File: config.mk
export PLATFORM = sky130hd
export DESIGN_NAME = maple_in
export DESIGN_NICKNAME = d
export VERILOG_FILES = /design/src/rtl/maple_pkg.sv /design/src/rtl/maple_line_sync.sv /design/src/rtl/maple_in.sv
export SDC_FILE = /design/constraint.sdc
export NUM_CORES = 1
export LEC_CHECK = 0
export CAP_MARGIN = 10
export CELL_PAD_IN_SITES_DETAIL_PLACEMENT = 0
export CELL_PAD_IN_SITES_GLOBAL_PLACEMENT = 2
export CORE_MARGIN = 4
export CORE_UTILIZATION = 30
export CTS_BUF_LIST = sky130_fd_sc_hd__clkbuf_4 sky130_fd_sc_hd__clkbuf_8
export DETAILED_ROUTE_END_ITERATION = 8
export MAX_ROUTING_LAYER = met4
export PLACE_DENSITY_LB_ADDON = 0.3
export REMOVE_ABC_BUFFERS = 1
export SLEW_MARGIN = 20
export SYNTH_ARGS = -nofsm -noshare
export SYNTH_HDL_FRONTEND = slang
export SYNTH_SLANG_ARGS = --single-unit
File: constraint.sdc
create_clock -name clk -period 3.85 [get_ports clk]
set_input_delay 0.385 -clock clk [delete_from_list [all_inputs] [get_ports clk]]
set_output_delay 0.385 -clock clk [all_outputs]
set_load 0.005 [all_outputs]
File: src/rtl/maple_pkg.sv
`default_nettype none
// ============================================================================
// Module   : maple_pkg
// Purpose  : Shared types and constants for the Maple bus receiver.
//            Holds the receiver state encoding, the number of pin5 pulses
//            in a valid start pattern and the 2-bit abort codes.
// Revision : 1.0 - initial release
// ============================================================================
package maple_pkg;

    typedef enum logic [2:0] {
        ST_IDLE     = 3'd0,
        ST_START    = 3'd1,
        ST_DATA_A   = 3'd2,
        ST_DATA_B   = 3'd3,
        ST_END_WAIT = 3'd4
    } state_t;

    localparam logic [2:0] START_PULSES = 3'd4;

    localparam logic [1:0] ERR_NONE  = 2'b00;
    localparam logic [1:0] ERR_START = 2'b01;
    localparam logic [1:0] ERR_ALIGN = 2'b10;
    localparam logic [1:0] ERR_COLL  = 2'b11;

endpackage
`default_nettype wire

File: src/rtl/maple_line_sync.sv
`default_nettype none
// ============================================================================
// Module   : maple_line_sync
// Purpose  : Two-flop synchronizer plus edge detector for both Maple lines.
//            Flops reset to 1 because the bus idles high, so leaving reset
//            never produces a spurious falling edge.
// Ports    : clk, rst      - clock, synchronous active-high reset
//            pin1, pin5    - raw asynchronous SDCKA / SDCKB
//            s1, s5        - synchronized levels
//            f1, f5        - falling edges (one clk wide)
//            r1, r5        - rising edges (one clk wide)
// Revision : 1.0 - initial release
// ============================================================================
module maple_line_sync (
    input  logic clk,
    input  logic rst,
    input  logic pin1,
    input  logic pin5,
    output logic s1,
    output logic s5,
    output logic f1,
    output logic f5,
    output logic r1,
    output logic r5
);

    // [0] first metastability flop, [1] synced level, [2] previous synced level
    logic [2:0] r_p1;
    logic [2:0] r_p5;

    always_ff @(posedge clk) begin
        if (rst) begin
            r_p1 <= 3'b111;
            r_p5 <= 3'b111;
        end else begin
            r_p1 <= {r_p1[1:0], pin1};
            r_p5 <= {r_p5[1:0], pin5};
        end
    end

    assign s1 = r_p1[1];
    assign s5 = r_p5[1];
    assign f1 =  r_p1[2] & ~r_p1[1];
    assign f5 =  r_p5[2] & ~r_p5[1];
    assign r1 = ~r_p1[2] &  r_p1[1];
    assign r5 = ~r_p5[2] &  r_p5[1];

endmodule
`default_nettype wire

File: src/rtl/maple_in.sv
`default_nettype none
// ============================================================================
// Module   : maple_in
// Purpose  : Maple bus receiver. Detects the start pattern, decodes MSB-first
//            bytes from alternating pin1/pin5 falling edges, detects the end
//            pattern, pushes bytes to the receive FIFO and reports frame
//            start / end / abort events.
// Ports    : clk, rst             - clock, synchronous active-high reset
//            pin1, pin5           - raw SDCKA / SDCKB
//            oe                   - transmitter driving; forces IDLE
//            tick                 - bus-time strobe (timeout build only)
//            fifo_data/push/full  - receive FIFO write side
//            frame_start/end/err  - one-cycle event pulses
//            err_code             - code of last abort (held)
//            overflow             - sticky byte-dropped flag
// Config   : MAPLE_IN_TIMEOUT_EN  - enables the in-frame inactivity timeout
//                                   of TIMEOUT_TICKS tick pulses
// Revision : 1.0 - initial release
// ============================================================================
module maple_in
    import maple_pkg::*;
#(
    parameter int TIMEOUT_TICKS = 64
) (
    input  logic       clk,
    input  logic       rst,
    input  logic       pin1,
    input  logic       pin5,
    input  logic       oe,
    input  logic       tick,
    output logic [7:0] fifo_data,
    output logic       fifo_push,
    input  logic       fifo_full,
    output logic       frame_start,
    output logic       frame_end,
    output logic       frame_err,
    output logic [1:0] err_code,
    output logic       overflow
);

    logic w_s1, w_s5, w_f1, w_f5, w_r1, w_r5;

    maple_line_sync u_sync (
        .clk  (clk),
        .rst  (rst),
        .pin1 (pin1),
        .pin5 (pin5),
        .s1   (w_s1),
        .s5   (w_s5),
        .f1   (w_f1),
        .f5   (w_f5),
        .r1   (w_r1),
        .r5   (w_r5)
    );

    state_t     r_state, w_state_nxt;
    logic [2:0] r_pcnt,  w_pcnt_nxt;
    logic [2:0] r_bcnt,  w_bcnt_nxt;
    logic [7:0] r_byte,  w_byte_nxt;
    logic [7:0] r_data,  w_data_nxt;
    logic [1:0] r_code,  w_code_nxt;
    logic       r_ovf,   w_ovf_nxt;
    logic       r_push,  w_push_nxt;
    logic       r_start, w_start_nxt;
    logic       r_end,   w_end_nxt;
    logic       r_err,   w_err_nxt;
    logic [7:0] w_shift;
    logic       w_coll;
    logic       w_tmo_hit;

    assign w_coll = w_f1 & w_f5;

`ifdef MAPLE_IN_TIMEOUT_EN
    logic [15:0] r_tmo;
    logic        w_any_edge;

    assign w_any_edge = w_f1 | w_f5 | w_r1 | w_r5;
    // An edge in the same cycle as a tick restarts the wait rather than
    // completing it.
    assign w_tmo_hit  = tick && !w_any_edge &&
                        (r_tmo == 16'(TIMEOUT_TICKS - 1));

    always_ff @(posedge clk) begin
        if (rst || oe || (r_state == ST_IDLE) || w_any_edge) begin
            r_tmo <= 16'd0;
        end else if (tick) begin
            r_tmo <= r_tmo + 16'd1;
        end
    end
`else
    logic w_unused;
    assign w_unused  = tick | (TIMEOUT_TICKS == 0);
    assign w_tmo_hit = 1'b0;
`endif

    always_comb begin
        w_state_nxt = r_state;
        w_pcnt_nxt  = r_pcnt;
        w_bcnt_nxt  = r_bcnt;
        w_byte_nxt  = r_byte;
        w_data_nxt  = r_data;
        w_code_nxt  = r_code;
        w_ovf_nxt   = r_ovf;
        w_push_nxt  = 1'b0;
        w_start_nxt = 1'b0;
        w_end_nxt   = 1'b0;
        w_err_nxt   = 1'b0;
        w_shift     = {r_byte[6:0], w_s1};

        if (oe) begin
            w_state_nxt = ST_IDLE;
        end else if ((r_state != ST_IDLE) && (w_coll || w_tmo_hit)) begin
            w_state_nxt = ST_IDLE;
            w_err_nxt   = 1'b1;
            w_code_nxt  = ERR_COLL;
        end else begin
            case (r_state)
                ST_IDLE: begin
                    if (w_f1 && w_s5) begin
                        w_state_nxt = ST_START;
                        w_pcnt_nxt  = 3'd0;
                    end
                end
                ST_START: begin
                    if (w_r1) begin
                        if (r_pcnt == START_PULSES) begin
                            w_start_nxt = 1'b1;
                            w_code_nxt  = ERR_NONE;
                            w_ovf_nxt   = 1'b0;
                            w_bcnt_nxt  = 3'd0;
                            w_byte_nxt  = 8'h00;
                            w_state_nxt = ST_DATA_A;
                        end else begin
                            w_err_nxt   = 1'b1;
                            w_code_nxt  = ERR_START;
                            w_state_nxt = ST_IDLE;
                        end
                    end else if (w_f5 && (r_pcnt != 3'd7)) begin
                        w_pcnt_nxt = r_pcnt + 3'd1;
                    end
                end
                ST_DATA_A: begin
                    if (w_f1) begin
                        w_byte_nxt  = {r_byte[6:0], w_s5};
                        w_bcnt_nxt  = r_bcnt + 3'd1;
                        w_state_nxt = ST_DATA_B;
                    end
                end
                ST_DATA_B: begin
                    if (w_f1) begin
                        // Second f1 in a row is the end marker. r_bcnt already
                        // counts the bit taken by the previous f1, so a byte
                        // boundary before that f1 shows up here as 1.
                        if (r_bcnt == 3'd1) begin
                            w_state_nxt = ST_END_WAIT;
                        end else begin
                            w_err_nxt   = 1'b1;
                            w_code_nxt  = ERR_ALIGN;
                            w_state_nxt = ST_IDLE;
                        end
                    end else if (w_f5) begin
                        w_byte_nxt  = w_shift;
                        w_bcnt_nxt  = r_bcnt + 3'd1;   // wraps 7 -> 0
                        w_state_nxt = ST_DATA_A;
                        if (r_bcnt == 3'd7) begin
                            if (fifo_full) begin
                                w_ovf_nxt  = 1'b1;
                            end else begin
                                w_push_nxt = 1'b1;
                                w_data_nxt = w_shift;
                            end
                        end
                    end
                end
                ST_END_WAIT: begin
                    if (w_r5) begin
                        w_end_nxt   = 1'b1;
                        w_state_nxt = ST_IDLE;
                    end
                end
                default: begin
                    w_state_nxt = ST_IDLE;
                end
            endcase
        end
    end

    always_ff @(posedge clk) begin
        if (rst) begin
            r_state <= ST_IDLE;
            r_pcnt  <= 3'd0;
            r_bcnt  <= 3'd0;
            r_byte  <= 8'h00;
            r_data  <= 8'h00;
            r_code  <= ERR_NONE;
            r_ovf   <= 1'b0;
            r_push  <= 1'b0;
            r_start <= 1'b0;
            r_end   <= 1'b0;
            r_err   <= 1'b0;
        end else begin
            r_state <= w_state_nxt;
            r_pcnt  <= w_pcnt_nxt;
            r_bcnt  <= w_bcnt_nxt;
            r_byte  <= w_byte_nxt;
            r_data  <= w_data_nxt;
            r_code  <= w_code_nxt;
            r_ovf   <= w_ovf_nxt;
            r_push  <= w_push_nxt;
            r_start <= w_start_nxt;
            r_end   <= w_end_nxt;
            r_err   <= w_err_nxt;
        end
    end

    assign fifo_data   = r_data;
    assign fifo_push   = r_push;
    assign frame_start = r_start;
    assign frame_end   = r_end;
    assign frame_err   = r_err;
    assign err_code    = r_code;
    assign overflow    = r_ovf;

endmodule
`default_nettype wire

* Yosys cells after proc, flatten, opt, wreduce, memory -nomap -nowiden *
Cells that the tools add are included.

word-level totals
  input bits = 7
  output and inout bits = 15
  register bits = 37

cells by class
  eq/ne operators = 23
  add/subtract/negate cells = 2
  bitwise gates (word level) = 19
  multiplexer cells = 47
  reductions and logical operators = 20

operators with widths
  operator                                              number
  two-way mux 3 bit                                     15
  two-way mux 7 bit                                     5
  one-hot mux 7 bit (3 select lines)                    1
  inequality test 2 bit (second input constant)         9
  two-way mux 1 bit                                     15
  one-hot mux 3 bit (5 select lines)                    1
  NOT 1 bit                                             14
  inequality test 3 bit (second input constant)         4
  two-way mux 2 bit                                     5
  AND reduction 5 bit                                   2
  equality test 3 bit (second input constant)           3
  one-hot mux 3 bit (3 select lines)                    1
  AND reduction 9 bit                                   1
  nonzero test 3 bit                                    3
  AND reduction 8 bit                                   1
  AND reduction 7 bit                                   1
  OR reduction 7 bit                                    1
  adder 3 x 1 -> 3 bit (second input constant)          2
  equality test 3 x 1 -> 1 bit (second input constant)  2
  equality test 3 x 2 -> 1 bit (second input constant)  2
  one-hot mux 3 bit (2 select lines)                    1
  AND reduction 6 bit                                   1
  bitwise AND 1 bit                                     5
  OR reduction 5 bit                                    1
  10 further kinds                                      15

* Depth between registers and ports, before layout *
Gate-level depths: netlist of run 1.

  depth after elaboration = 6
  depth in mapped cells = 8

* By module *
From an unflattened synthesis of run 1, not the netlist that was laid out.

second synthesis, totals
  cells, all modules = 193
  area total of the unflattened synthesis = 1,806.7 um2

modules (own cells, without submodules)
  module           area each (um2)  sequential area each (um2)  instances  cells each
  maple_in         1,624.1          620.6                       1          177
  maple_line_sync  182.7            120.1                       1          16

* Worst setup path after synthesis of run 1 *
No wires, ideal clock.

  path type = register to register
  start = register r_pcnt[0]
  end = register r_pcnt[2]
  stages on the path, launching flop included = 7
  arrival = 1.685 ns
  library setup time = 0.068 ns
  path slack = 2.098 ns
  required time = 3.782 ns
  clock period less this slack = 1.752 ns
  path through = dfxtp_1 ha_1 ha_1 o21a_1 or4_4 or2_1 a21oi_2

on the way
  cells in the longest elaborated chain, start to end = 4
  elaborated cells on any way between the ends = 8
  classes of those cells = add/sub: 1; eq/ne: 2; mux: 3; reduce/logical: 2

ends and longest elaborated chain
  element                                                                    line                              source
  from (decl)                                                                maple_in.sv:57                    logic [2:0] r_pcnt, w_pcnt_nxt;
  from (signal assigned)                                                     maple_in.sv:203                   r_pcnt <= w_pcnt_nxt;
  adder 3 x 1 -> 3 bit or inequality test 3 bit (tied branches)              maple_in.sv:139, maple_in.sv:138
  two-way mux 3 bit or logical AND 1 bit (tied branches)                     maple_in.sv:138                   end else if (w_f5 && (r_pcnt != 3'd7)) begin
  two-way mux 3 bit or inequality test 2 bit (tied branches)                 n/a
  one-hot mux 3 bit (2 select lines) or AND reduction 6 bit (tied branches)  n/a

Parallel ways exist; a longest one is shown, timed or not. The select of a mux whose other input is x is not followed.
A chain may end at the register's enable or synchronous reset.

* Worst setup path after layout of run 1 *
  start = register r_state[0]
  end = register r_pcnt[1]

on the way
  cells in the longest elaborated chain, start to end = 4
  elaborated cells on any way between the ends = 11
  classes of those cells = eq/ne: 4; mux: 1; bitwise: 1; reduce/logical: 5

ends and longest elaborated chain
  element                                                                      line             source
  from (decl)                                                                  maple_in.sv:56   state_t r_state, w_state_nxt;
  from (signal assigned)                                                       maple_in.sv:202  r_state <= w_state_nxt;
  parallel branches: the longest is 4 deep, another holds AND reduction 6 bit  n/a

Several ways; the timed one is not identified.

==> flow_summary_export.csv, run 1 <==
group,metric,value,unit
die,rows,27,
routing,first_pass_iters,4,
setup_path,cp_slowest_cell,"dfxtp_1",
routing,drtIter0Drc,79,
clock_tree,postCtsSetupBuffers,0,
sta,fin_crit_sh,0.569,
sta,grt_setup_unrepaired,"false",
power_and_ir_drop,pwr_density_cell,327,mW/mm^2
routing,wl_per_cell,13.4,um
routing,viasPerCell,4.78,
setup_path,cp_slowest_stage_delay,0.67,ns
sta,skew,0.00588,ns
job,max-cap-violations,0,
die,core_area,0.00564,mm^2
yosys,synth-main-ff-cell,"dfxtp_1",
setup_path,worstPathArrival,2.42,ns
setup_path,crit_start,"r_state[0]$_SDFFE_PP0P_",
die,die-width,85.3,um
placement,port_buffers,20,
yosys,async_flop_share,0,
clock_tree,cts_resized,0,
clock_tree,cts_made_buffers,5,
finish,post-route-util,0.376,
finish,diodes,0,
sta,tightest_slew,0.695,ns
clock_tree,cts-root-buf,"clkbuf_8",
sta,slew_headroom,0.535,
yosys,avgSynthCellArea,8.88,um^2
clock_tree,hold_buffers,0,
routing,via_count,1397,
sta,tns,0,ns
setup_path,required,4.08,ns
setup_path,startpoint_type,"register",
sta,drv_slew,0,
sta,setup_viol,0,
global_routing,grt_use_total,0.116,
setup_path,crit_type,"register to register",
global_routing,antenna_found_initial,0,
yosys,synthDominantCellAreaShare,0.413,
setup_path,worstPathCellList,"nor3b_4 -> a31oi_1 -> or4_4 -> or2_1 -> a21oi_2",
yosys,synthCells,202,
power_and_ir_drop,leakage,0.000694,uW
min_path,hp-start,"u_sync.r_p5[0]$_SDFF_PP1_",
die,die_h,85.3,um
yosys,synth_edf_count,0,
yosys,seq_area_frac_synth,0.413,
yosys,yosys.area.top_type,"dfxtp_1",
finish,layout_commonest_cell,"dfxtp_1",
yosys,synth_seq_cells,37,
global_routing,grt_pass1_wl,6640,um
clock_tree,clockBufferDepth,2,
setup_path,cp_max_fo,15,
min_path,worstHoldPathType,"register to register",
power_and_ir_drop,peakVddDrop,0.000189,V
yosys,yosys_warnings,0,
routing,ant_nets,0,
routing,routed_wl,3910,um
yosys,synth_area_leaders,"dfxtp_1 (41%), mux2i_1 (5.0%), nand2b_1 (4.9%), ha_1 (4.2%), nand3_1 (4.2%)",
outcome,outcome,"complete, no violations",
sta,hold_viol_final,0,
yosys,syn_area,0.00179,mm^2
finish,areaGrowthSynthToFinish,18.3,%
yosys,ys_types,43,
die,io_pins,22,
finish,drive_gt1_frac,0.118,
placement,gp_congestion,0.784,
global_routing,grt_max_degree,29,
setup_path,worstReg2RegStart,"r_state[0]$_SDFFE_PP0P_",
finish,nNetsFinal,232,
clock_tree,clkTransAtPathRegs,0.08,ns
placement,hpwl,2660,um
setup_path,critPathCaptureType,"register",
global_routing,overflow,0,
sta,fmax,456,MHz
die,die_area,0.00728,mm^2
clock_tree,cts_tree,"done",
clock_tree,htreeDepth,2,
sta,finalCriticalPeriod,2.19,ns
clock_tree,clk_latency,0.29,ns
die,initial_core_util,0.318,
clock_tree,clock_sinks,37,
global_routing,grt_pass1_vias,1343,
routing,remaining_drc_errors,0,
finish,layout_common_cells,"dfxtp_1 (37), clkdlybuf4s50_1 (20), nor2_1 (18)",
## Yosys cell counts (2+ instances only)
cell        n
nand2b_1   14
a21oi_2     2
o21a_1      2
a211oi_1    3
nand2_1    13
nor3_1      6
nor4_1      2
a2111oi_2   2
dfxtp_1    37
mux2_2      3
clkbuf_1    4
or2_2       6
nand3_1    15
nand3b_1    4
ha_1        6
o21ai_0    12
a32oi_1     2
nor2_1     18
nor2b_1     4
or2_1       2
inv_1       6
buf_2       6
mux2i_1     9
a21oi_1     5
## sequential cells by signal, summed over array words and instances (netlist names)
register     cells
fifo_data        8
r_byte           7
r_bcnt           3
r_pcnt           3
r_state          3
u_sync.r_p1      3
u_sync.r_p5      3
err_code         2
fifo_push        1
frame_end        1
frame_err        1
frame_start      1
overflow         1
## worst max-delay path: cells and delay by family (launching register included)
kind               cells  cell delay [ns]
AOI/OAI and AO/OA      2             0.26
DFF                    1             0.67
and+or+nand+nor        3             1.19
## final timing paths
path | cells past startpoint | end | slack (ns)
setup reg to reg | 5 | r_pcnt[1]$_SDFFE_PP0P_ | 1.66
hold reg to reg | 1 | u_sync.r_p5[1]$_SDFF_PP1_ | 0.41
hold / removal | 1 | u_sync.r_p5[1]$_SDFF_PP1_ | 0.41
setup / recovery | 5 | r_pcnt[1]$_SDFFE_PP0P_ | 1.66
## cell families after synthesis
| logic type | after synthesis | share of synthesized area |
|---|---|---|
| buffers and inverters | 18 | 0.0481 |
| adders and majority gates | 6 | 0.0419 |
| muxes | 12 | 0.0691 |
| AOI/OAI and AO/OA | 35 | 0.134 |
| and+or+nand+nor | 94 | 0.294 |
| DFF | 37 | 0.413 |
## per-stage QoR
step | setup WS (ns) | hold slack [ns] | instance area (um^2) | instances | total power (uW)
4_1_cts | 1.67 | 0.416 | 2120 | 292 | 706
3_3_place_gp | 1.61 | 0.391 | 2030 | 284 | 433
6_report | 1.66 | 0.412 | 2120 | 292 | 694
5_1_grt | 1.51 | 0.421 | 2120 | 292 | 727
3_5_place_dp | 1.61 | 0.398 | 2030 | 284 | 432
2_1_floorplan | 1.57 | 0.389 | 1730 | 190 | 415
## power by group
group / switching [uW] / internal [uW] / leakage, uW
logic: 18.7 / 15.5 / 0.000351
clock network: 146 / 125 / 0.0000439
registers: 3.66 / 385 / 0.000299
## metal layers
metal  vias up  wire length (um)  track usage
met2        24              1560        0.163
met5         -                 0            -
met3         6               163       0.0330
met1       633              2130        0.160
li1        734                 -            -
met4         0                49       0.0388
## cell type report
cell class,instances,area [um^2]
fill,597,3520
multi-input combinational,147,966
sequential,37,741
timing repair buffer,22,215
tap,72,90.1
clock buffer,5,68.8
inverter,6,22.5
clock inverter,3,17.5
(Power assumes the default switching activity.)
==> inputs of run 2 (changes only) <==
==> constraint.sdc (replaced) <==
create_clock -name clk -period 2.3 [get_ports clk]
set_input_delay 0.23 -clock clk [delete_from_list [all_inputs] [get_ports clk]]
set_output_delay 0.23 -clock clk [all_outputs]
set_load 0.005 [all_outputs]
==> run 2 against run 1 <==
Net effect: sequential power is 67% higher; total power up 88%; sequential share of layout area is 1.4 points lower; die area is the same; routed wire length rose by 2.8%; flip-flop and latch count stayed put.
==> flow_summary_export.csv, run 2 (same netlist as run 1, synthesis figures left out) <==
group,metric,value,unit
placement,placed_cell_area,0.00209,mm^2
die,rows,27,
finish,layout_common_cells,"dfxtp_1 (37), clkdlybuf4s50_1 (20), nor2_1 (18)",
clock_tree,htreeDepth,2,
global_routing,grt_pass1_wl,6780,um
clock_tree,clock_sinks,37,
sta,skew,0.00793,ns
finish,diodes,0,
placement,gp_congestion,0.863,
sta,finalCriticalPeriod,2.00,ns
global_routing,grt_use_total,0.121,
clock_tree,clockBufferDepth,2,
clock_tree,clkTransAtPathRegs,0.07,ns
finish,drive_gt1_frac,0.145,
global_routing,grt_max_degree,28,
power_and_ir_drop,power_frac_seq,0.499,
sta,grt_setup_unrepaired,"false",
routing,ant_nets,0,
job,max-cap-violations,0,
sta,fmax,500,MHz
routing,first_pass_iters,4,
clock_tree,postCtsSetupBuffers,0,
placement,hpwl,2830,um
die,die-width,85.3,um
min_path,worstHoldPathType,"register to register",
sta,setup_viol,0,
outcome,outcome,"complete, no violations",
power_and_ir_drop,pwr_density_cell,590,mW/mm^2
sta,drv_slew,0,
routing,viasPerCell,4.85,
power_and_ir_drop,power,1300,uW
global_routing,use_met2,0.166,
routing,wl_per_cell,13.4,um
power_and_ir_drop,p_sw,276,uW
routing,drtIter0Drc,98,
setup_path,cp_slowest_cell,"dfxtp_1",
setup_path,cp_top_family,"simple AND/OR/NAND/NOR gates",
sta,final.hold.worst_slack,0.412,ns
global_routing,busiest_layer,"met1",
routing,remaining_drc_errors,0,
clock_tree,hold_buffers,0,
routing,via_count,1450,
setup_path,cp_slowest_stage_delay,0.67,ns
power_and_ir_drop,peakVddDrop,0.000275,V
sta,hold_viol_final,0,
setup_path,cp_max_fo,14,
die,core_area,0.00564,mm^2
clock_tree,cts-root-buf,"clkbuf_8",
power_and_ir_drop,p_int,1030,uW
min_path,hp-start,"u_sync.r_p5[0]$_SDFF_PP1_",
setup_path,required,2.53,ns
setup_path,startpoint_type,"register",
clock_tree,cts_tree,"done",
sta,slew_headroom,0.556,
finish,final_cell_area,0.00221,mm^2
global_routing,grtUsageMet3,0.0272,
die,die_h,85.3,um
setup_path,worstPathArrival,2.23,ns
power_and_ir_drop,clkPwrFrac,0.453,
global_routing,grt.met1_usage,0.168,
global_routing,grt_pass1_vias,1359,
power_and_ir_drop,p_sw_frac,0.212,
placement,port_buffers,20,
clock_tree,cts_made_buffers,5,
power_and_ir_drop,p_comb_frac,0.048,
setup_path,worstPathCellList,"nor3b_4 -> buf_4 -> o21a_1 -> or4_4 -> or2_1 -> a21oi_2",
setup_path,crit_type,"register to register",
clock_tree,cts_resized,0,
die,io_pins,22,
finish,areaGrowthSynthToFinish,23.1,%
finish,largest_reg_flops,8,
global_routing,overflow,0,
setup_path,critPathBufInv,1,
clock_tree,clk_latency,0.29,ns
sta,tns,0,ns
finish,nNetsFinal,239,
setup_path,crit_start,"r_state[1]$_SDFFE_PP0P_",
die,die_area,0.00728,mm^2
setup_path,worstReg2RegStart,"r_state[1]$_SDFFE_PP0P_",
power_and_ir_drop,leakage,0.000745,uW
finish,layout_commonest_cell,"dfxtp_1",
sta,tightest_slew,0.664,ns
routing,routed_wl,4020,um
die,initial_core_util,0.318,
setup_path,critPathCaptureType,"register",
global_routing,antenna_found_initial,0,
sta,fin_crit_sh,0.870,
[run 2: cell count changes in the layout (fill, tap and decap cells not counted), sizes merged]
cell	before	now
buf	2	9
bufinv	0	1
clkbuf	5	6
clkinv	2	0
[run 2: path summary, 6_finish.rpt]
| check | endpoint | slack [ns] | depth (start not counted) |
|---|---|---|---|
| worst max-delay path | r_pcnt[2]$_SDFFE_PP0P_ | 0.30 | 6 |
| worst min-delay path | u_sync.r_p5[1]$_SDFF_PP1_ | 0.41 | 1 |
| worst max register to register | r_pcnt[2]$_SDFFE_PP0P_ | 0.30 | 6 |
| worst min register to register | u_sync.r_p5[1]$_SDFF_PP1_ | 0.41 | 1 |
[run 2: routing by layer]
metal	vias up	routed length, um
met3	5	193
li1	753	-
met5	-	0
met1	661	2040
met2	31	1720
met4	0	58
[run 2: layout make-up]
class / count / area (um^2)
Sequential cell: 37 / 741
Inverter: 6 / 22.5
Clock buffer: 6 / 82.6
Tap cell: 72 / 90.1
Clock inverter: 2 / 37.5
Multi-Input combinational cell: 147 / 966
Fill cell: 568 / 3430
Timing Repair Buffer: 29 / 268
[run 2: metrics by stage]
stage	worst slack [ns]	utilization	std cells
after floorplan	0.0212	-	190
after global placement	0.299	0.370	291
after detailed placement	0.336	0.370	291
after CTS	0.305	0.391	299
after global routing	0.146	0.391	299
final	0.299	0.391	299
[run 2: power groups by stage]
stage,combinational [uW],clock (uW),sequential [uW]
3_3_place_gp,64.0,0,665
5_1_grt,68.6,644,651
2_1_floorplan,29.8,0,664
3_5_place_dp,63.0,0,665
4_1_cts,63.3,615,650
6_report,62.7,590,650
[run 2: worst reg2reg max path, stage by stage (launching register included)]
cell	delay (ns)
dfxtp_1	0.67
nor3b_4	0.09
buf_4	0.18
o21a_1	0.10
or4_4	0.52
or2_1	0.26
a21oi_2	0.12
